<file path="src/rtl/div_arb_ctrl.sv">
// Round-robin sequencer sharing one load-then-iterate divider between two requesters.
// Optional divide-by-zero short-circuit enabled by defining DIV_ARB_DZCHK_EN.
module div_arb_ctrl #(
  parameter int unsigned W       = 4,
  parameter int unsigned DIV_LAT = 5
) (
  input  logic         clk,
  input  logic         rst,
  input  logic         req0,
  input  logic [W-1:0] a0,
  input  logic [W-1:0] b0,
  input  logic         req1,
  input  logic [W-1:0] a1,
  input  logic [W-1:0] b1,
  output logic         done0,
  output logic         done1,
  output logic [W-1:0] q,
  output logic         dz,
  output logic         busy,
  output logic         div_ld,
  output logic [W-1:0] div_a,
  output logic [W-1:0] div_b,
  input  logic [W-1:0] div_y
);

  typedef enum logic [1:0] {StIdle, StLoad, StWait, StDone} state_e;

  state_e       state_q, state_d;
  logic         gnt_d, gnt_q;
  logic         prio_q;
  logic [3:0]   cnt_q;
  logic [W-1:0] a_q, b_q, q_q;
  logic         dz_q;
  logic         any_req;
  logic [W-1:0] sel_a, sel_b;
  logic         dz_hit;

  assign any_req = req0 | req1;
  // prio_q names the requester that wins a tie
  assign gnt_d   = (req0 && req1) ? prio_q : ~req0;
  assign sel_a   = gnt_d ? a1 : a0;
  assign sel_b   = gnt_d ? b1 : b0;

`ifdef DIV_ARB_DZCHK_EN
  assign dz_hit = (sel_b == '0);
`else
  assign dz_hit = 1'b0;
`endif

  always_ff @(posedge clk or negedge rst) begin
    if (!rst) begin
      state_q <= StIdle;
    end else begin
      state_q <= state_d;
    end
  end

  always_comb begin
    state_d = state_q;
    unique case (state_q)
      StIdle: begin
        if (any_req) begin
          state_d = dz_hit ? StDone : StLoad;
        end
      end
      StLoad: state_d = StWait;
      StWait: begin
        if (cnt_q == 4'd1) begin
          state_d = StDone;
        end
      end
      StDone: state_d = StIdle;
      default: state_d = StIdle;
    endcase
  end

  always_ff @(posedge clk or negedge rst) begin
    if (!rst) begin
      gnt_q  <= 1'b0;
      prio_q <= 1'b0;
      cnt_q  <= 4'd0;
      a_q    <= '0;
      b_q    <= '0;
      q_q    <= '0;
      dz_q   <= 1'b0;
    end else begin
      unique case (state_q)
        StIdle: begin
          if (any_req) begin
            gnt_q <= gnt_d;
            a_q   <= sel_a;
            b_q   <= sel_b;
            dz_q  <= dz_hit;
            if (dz_hit) begin
              q_q <= '1;
            end
          end
        end
        StLoad: cnt_q <= 4'(DIV_LAT);
        StWait: begin
          cnt_q <= cnt_q - 4'd1;
          if (cnt_q == 4'd1) begin
            q_q  <= div_y;
            dz_q <= 1'b0;
          end
        end
        StDone: prio_q <= ~gnt_q;
        default: ;
      endcase
    end
  end

  always_comb begin
    busy   = (state_q != StIdle);
    div_ld = (state_q == StLoad);
    done0  = (state_q == StDone) && !gnt_q;
    done1  = (state_q == StDone) && gnt_q;
    dz     = (state_q == StDone) && dz_q;
    q      = q_q;
    div_a  = a_q;
    div_b  = b_q;
  end

endmodule

</file>
<file path="config.mk">
export PLATFORM = sky130hd
export DESIGN_NAME = div_arb_ctrl
export DESIGN_NICKNAME = d
export VERILOG_FILES = /design/src/rtl/div_arb_ctrl.sv
export SDC_FILE = /design/constraint.sdc
export NUM_CORES = 1
export LEC_CHECK = 0
export CORE_ASPECT_RATIO = 1.1
export CORE_MARGIN = 3
export CORE_UTILIZATION = 44
export CTS_BUF_LIST = sky130_fd_sc_hd__clkbuf_8
export DETAILED_ROUTE_END_ITERATION = 12
export PLACE_DENSITY_LB_ADDON = 0.25
export SYNTH_ARGS = -nofsm -noshare
export SYNTH_HDL_FRONTEND = slang
export SYNTH_SLANG_ARGS = --single-unit
</file>
<file path="constraint.sdc">
create_clock -name clk -period 2.1 [get_ports clk]
set_input_delay 0.42 -clock clk [delete_from_list [all_inputs] [get_ports clk]]
set_output_delay 0.42 -clock clk [all_outputs]
set_load 0.1 [all_outputs]
</file>
==> impl_metrics.yaml, run 1 <==
route:
  met3WireLength_um: 180
  drt_iter0_drc: 8
  wire_per_inst_um: 13.6
  first_pass_iters: 4
  drc_errors: 0
  wl_met2_um: 1090
  vias: 815
  drtAntennaViolNets: 0
  highest_layer: "met4"
  wl_met1_um: 908
  routed_wl_um: 2210
  viasPerCell: 5.03
layout:
  multi_input_area_um2: 473
  num-nets-final: 167
  insertedDiodeCount: 0
  syn2layout_area_growth_pct: 47.2
  fillCellCount: 153
  drive_gt1_frac: 0.231
  regArea_um2: 500
cts:
  cts_made_buffers: 3
  insertion_delay_ps: 250
  cts-resized-gates: 0
  cts.path.max_buffers: 2
  clock-sinks: 20
  root_buffer: "clkbuf_8"
  cts_setup_buffers: 0
  path_clk_slew_ps: 70
  cts-htree-levels: 1
  cts_tree: "built"
  postCtsHoldBufs: 0
global_route:
  grtUsageTotal: 0.164
  grt_max_degree: 21
  grt.overflow.total: 0
  antenna_found_initial: 0
  grt_pass1_vias: 842
  grt_pass1_wl_um: 3710
critical_path:
  critPathSlowestCell: "dfrtp_1"
  critPathMaxStageDelay_ps: 400
  r2r_start: "cnt_q[1]$_DFFE_PN0P_"
  path_cells: "inv_1, ha_1, inv_1, buf_12"
  cp.required_ps: 1680
  arrival_ps: 1290
  rrSetupSlack_ps: 460
  crit_type: "reg2out"
  worstReg2RegEnd: "state_q[1]$_DFFE_PN0P_"
  critPathBufInv: 3
  r2r_cells: 5
  path_max_fanout: 4
  timing.critical_path.mode_cell: "inv_1"
  end_kind: "output pin"
  critPathLaunchType: "register"
  cpLargestDelayFamily: "flip-flops"
yosys:
  ys_ff_latch: 20
  synth_largest_area_cell: "dfrtp_1"
  synth_area_um2: 1020
  synth_warnings: 0
  synth_cell_types: 29
  synthesis.nets: 123
  synth_top_area_frac: 0.490
  yosysMostFrequentCell: "dfrtp_1"
  synthFlopType: "dfrtp_1"
  synthTopCellsByCount: "20 x dfrtp_1, 9 x nand2_1, 9 x o21ai_0"
  seq_area_frac_synth: 0.490
  synth-edff-count: 0
  synth_cells: 92
  syn_avg_cell_area_um2: 11.1
  synthTopCellsByArea: "dfrtp_1 49%, ha_1 8.6%, mux2i_1 7.8%"
  async_flop_share: 1.00
timing:
  setup_viol: 0
  hold_violations: 0
  clock.fmax_ghz: 0.585
  fin_setup_tns_ps: 0
  slew_viol_final: 0
  rsz0062_at_grt: "no"
  setup_slack_ps: 392
  timing.final.crit_period_ps: 1710
  skew_ps: 2.90
  fin_crit_sh: 0.814
worst_hold_path:
  hold_path_end: "div_b[3]$_DFFE_PN0P_"
  hold_depth: 2
  worstHoldStart: "div_b[3]$_DFFE_PN0P_"
  hp-class: "reg2reg"
placement:
  post-place-ws_ps: 300
  dp_hpwl_um: 1780
  io_buffer_count: 39
  routabilityCongestion: 0.739
floorplanning:
  core_area_um2: 2110
  ios: 41
  floorplan.die.height_um: 56.5
  rows: 17
  dieArea_um2: 2940
  start_util: 0.485
  die_width_um: 51.9
job:
  maxCapViolCount: 0
outcome:
  status: "finished clean"
[logic make-up (layout without fill, tap and decap cells)]
| family | after synthesis | in the layout | synth area share |
|---|---|---|---|
| and+or+nand+nor | 21 | 21 | 0.110 |
| DFF | 20 | 20 | 0.490 |
| AOI/OAI and AO/OA | 19 | 19 | 0.113 |
| muxes | 13 | 13 | 0.148 |
| buffers and inverters | 11 | 53 | 0.0490 |
| adders and majority gates | 7 | 7 | 0.0858 |
| other | 1 | 1 | 0.00367 |
[worst max-delay path by stage]
stage                           start                   end  slack, ps  cells after the start
2_1_floorplan  state_q[0]$_DFFE_PN0P_                 done0        310                      2
3_3_place_gp                     req0  div_a[3]$_DFFE_PN0P_        370                      5
3_5_place_dp                     req0  div_a[3]$_DFFE_PN0P_        300                      5
4_1_cts        state_q[0]$_DFFE_PN0P_                  busy        380                      4
5_1_grt        state_q[0]$_DFFE_PN0P_                  busy        300                      4
6_report       state_q[0]$_DFFE_PN0P_                  busy        390                      4
[per-layer routing]
metal / GRT usage / vias to the layer above
li1: - / 395
met3: 0.0424 / 4
met1: 0.188 / 391
met2: 0.293 / 25
met5: 0 / -
met4: 0.0449 / 0
[sequential cells by signal, indices dropped and copies added, names as in the netlist]
name	flops
prio_q	1
div_a	4
q	4
cnt_q	4
div_b	4
gnt_q	1
state_q	2
[area by class of cell]
type / instances / area share
clock buffers: 3 / 0.0275
repair buffers: 42 / 0.281
well taps: 28 / 0.0233
flip-flops and latches: 20 / 0.333
multi-input cells: 61 / 0.315
inverters: 8 / 0.0200
[cells in the final DEF, fill, tap and decap left out]
| cell type | instances |
|---|---|
| a21oi_1 | 2 |
| mux2_4 | 4 |
| o22ai_1 | 1 |
| mux2i_1 | 8 |
| nor2_1 | 3 |
| clkdlybuf4s50_1 | 23 |
| nor2b_2 | 1 |
| a21boi_1 | 1 |
| nand2b_1 | 1 |
| a22oi_1 | 1 |
| o32a_1 | 1 |
| a31oi_1 | 1 |
| buf_4 | 15 |
| ha_1 | 7 |
| mux2_1 | 1 |
| clkbuf_8 | 3 |
| nor3_1 | 1 |
| or3b_4 | 1 |
| nand3b_1 | 1 |
| o21ai_1 | 1 |
| conb_1 | 1 |
| inv_1 | 8 |
| buf_12 | 4 |
| nor2_4 | 1 |
| and2_1 | 2 |
| dfrtp_1 | 20 |
| nand2_1 | 9 |
| nor3b_1 | 1 |
| o21ai_0 | 9 |
| a31o_2 | 1 |
| a21oi_2 | 1 |
[tightest hold or removal path, cell delays in order, from the launching register on]
cell,delay (ps)
dfrtp_1,350
nand2_1,50
o21ai_0,60
[per-stage QoR]
stage,std cells,hold slack (ps),cell area (um^2),util
floorplan,92,124,1020,-
finish,162,484,1500,0.714
global placement,159,464,1460,0.694
detailed placement,159,471,1460,0.694
global route,162,510,1500,0.714
CTS,162,487,1500,0.714
Power of run 1 is not shown: default switching activity piles up to over one toggle a cycle in this logic, so the estimate is an artifact.
==> inputs of run 2 (changes only) <==
--- a/config.mk
+++ b/config.mk
@@ -7,7 +7,7 @@
 export LEC_CHECK = 0
 export CORE_ASPECT_RATIO = 1.1
 export CORE_MARGIN = 3
-export CORE_UTILIZATION = 44
+export CORE_UTILIZATION = 40
 export CTS_BUF_LIST = sky130_fd_sc_hd__clkbuf_8
 export DETAILED_ROUTE_END_ITERATION = 12
 export PLACE_DENSITY_LB_ADDON = 0.25
==> constraint.sdc (replaced) <==
create_clock -name clk -period 1.5 [get_ports clk]
set_input_delay 0.3 -clock clk [delete_from_list [all_inputs] [get_ports clk]]
set_output_delay 0.3 -clock clk [all_outputs]
set_load 0.1 [all_outputs]
==> impl_metrics.yaml, run 2 (same netlist as run 1, synthesis figures left out) <==
critical_path:
  end_kind: "register"
  critPathMaxStageDelay_ps: 400
  path_cells: "inv_2, ha_4, or3b_4, nor2_4, mux2_4"
  critPathLaunchType: "register"
  critPathSlowestCell: "dfrtp_1"
  crit_type: "reg2reg"
  cp.required_ps: 1650
  path_max_fanout: 4
  arrival_ps: 1760
outcome:
  violations: "setup timing"
  status: "finished, violations left"
cts:
  insertion_delay_ps: 260
  path_clk_slew_ps: 80
  clock-sinks: 20
  cts.path.max_buffers: 2
  root_buffer: "clkbuf_8"
  cts_made_buffers: 3
  cts-htree-levels: 1
  postCtsHoldBufs: 0
  cts_tree: "built"
route:
  first_pass_iters: 4
  drtAntennaViolNets: 0
  wire_per_inst_um: 16.4
  viasPerCell: 5.09
  drt_iter0_drc: 19
  vias: 912
  drc_errors: 0
  routed_wl_um: 2940
layout:
  insertedDiodeCount: 0
  fillCellCount: 137
  final_core_util: 0.805
  regArea_um2: 500
  num-nets-final: 181
  multi_input_area_um2: 546
  final_area_um2: 1890
  final_common_cell: "clkdlybuf4s50_1"
  drive_gt1_frac: 0.383
  mostFrequentLayoutCells: "23 x clkdlybuf4s50_1, 20 x dfrtp_1, 16 x buf_12"
  syn2layout_area_growth_pct: 84.7
timing:
  skew_ps: 1.74
  fin_setup_tns_ps: -693
  setup_viol: 9
  hold_violations: 0
  setup_slack_ps: -115
  timing.final.crit_period_ps: 1620
  rsz0062_at_grt: "yes"
  fin_crit_sh: 1.08
  slew_viol_final: 0
  clock.fmax_ghz: 0.619
job:
  maxCapViolCount: 0
global_route:
  antenna_found_initial: 0
  grt_max_degree: 21
  grt_pass1_wl_um: 4570
  grt_pass1_vias: 982
  grt.overflow.total: 0
  grtUsageTotal: 0.195
floorplanning:
  start_util: 0.436
  dieArea_um2: 3200
  core_area_um2: 2340
  floorplan.die.height_um: 59.0
  rows: 18
  ios: 41
  die_width_um: 54.2
placement:
  place_area_um2: 1690
  dp_hpwl_um: 2150
  routabilityCongestion: 0.745
  post-place-ws_ps: -160
  io_buffer_count: 39
worst_hold_path:
  hp-class: "in2async"
[run 2: worst max-delay path: cells and delay by family, from the launching register on]
family,cells,cell delay (ps)
fa+ha+maj,1,110
buf+inv,1,80
flops,1,400
mux,1,330
simple gates,2,590
[run 2: worst paths after layout]
path / startpoint / end / slack, ps / depth (start not counted)
max: cnt_q[1]$_DFFE_PN0P_ / q[2]$_DFFE_PN0P_ / -120 / 5
min: rst / prio_q$_DFFE_PN0N_ / 390 / 2
max reg2reg: cnt_q[1]$_DFFE_PN0P_ / q[2]$_DFFE_PN0P_ / -120 / 5
min reg2reg: div_b[3]$_DFFE_PN0P_ / div_b[3]$_DFFE_PN0P_ / 550 / 2
max in group asynchronous: rst / div_b[1]$_DFFE_PN0P_ / 910 / 2
min in group clk: div_b[3]$_DFFE_PN0P_ / div_b[3]$_DFFE_PN0P_ / 550 / 2
[run 2: what timing repair did]
action,4_1_cts,5_1_grt
buffers inserted,3,2
resized for setup,14,4
endpoints found under the setup margin,9,18
pin swaps,1,3
gates cloned,0,0
hold endpoints to repair,0,0
[run 2: cell type report]
cell class | instances | area share
inverter | 8 | 0.0179
tap | 30 | 0.0199
clock inverter | 1 | 0.0159
clock buffer | 3 | 0.0219
multi-input combinational | 61 | 0.289
sequential | 20 | 0.265
timing repair buffer | 56 | 0.370
[run 2: per-stage QoR]
stage / instances / hold WS [ps]
global route: 179 / 409
floorplan: 92 / 4.41
finish: 179 / 385
global placement: 170 / 490
CTS: 177 / 391
detailed placement: 170 / 531
[run 2: metal layers]
layer / wire length [um] / global-route usage / vias to the layer above
li1: - / - / 423
met1: 1220 / 0.241 / 438
met2: 1430 / 0.335 / 40
met3: 200 / 0.0252 / 11
met4: 84 / 0.0783 / 0
met5: 0 / 0 / -
Power of run 2 is left out for the same reason.
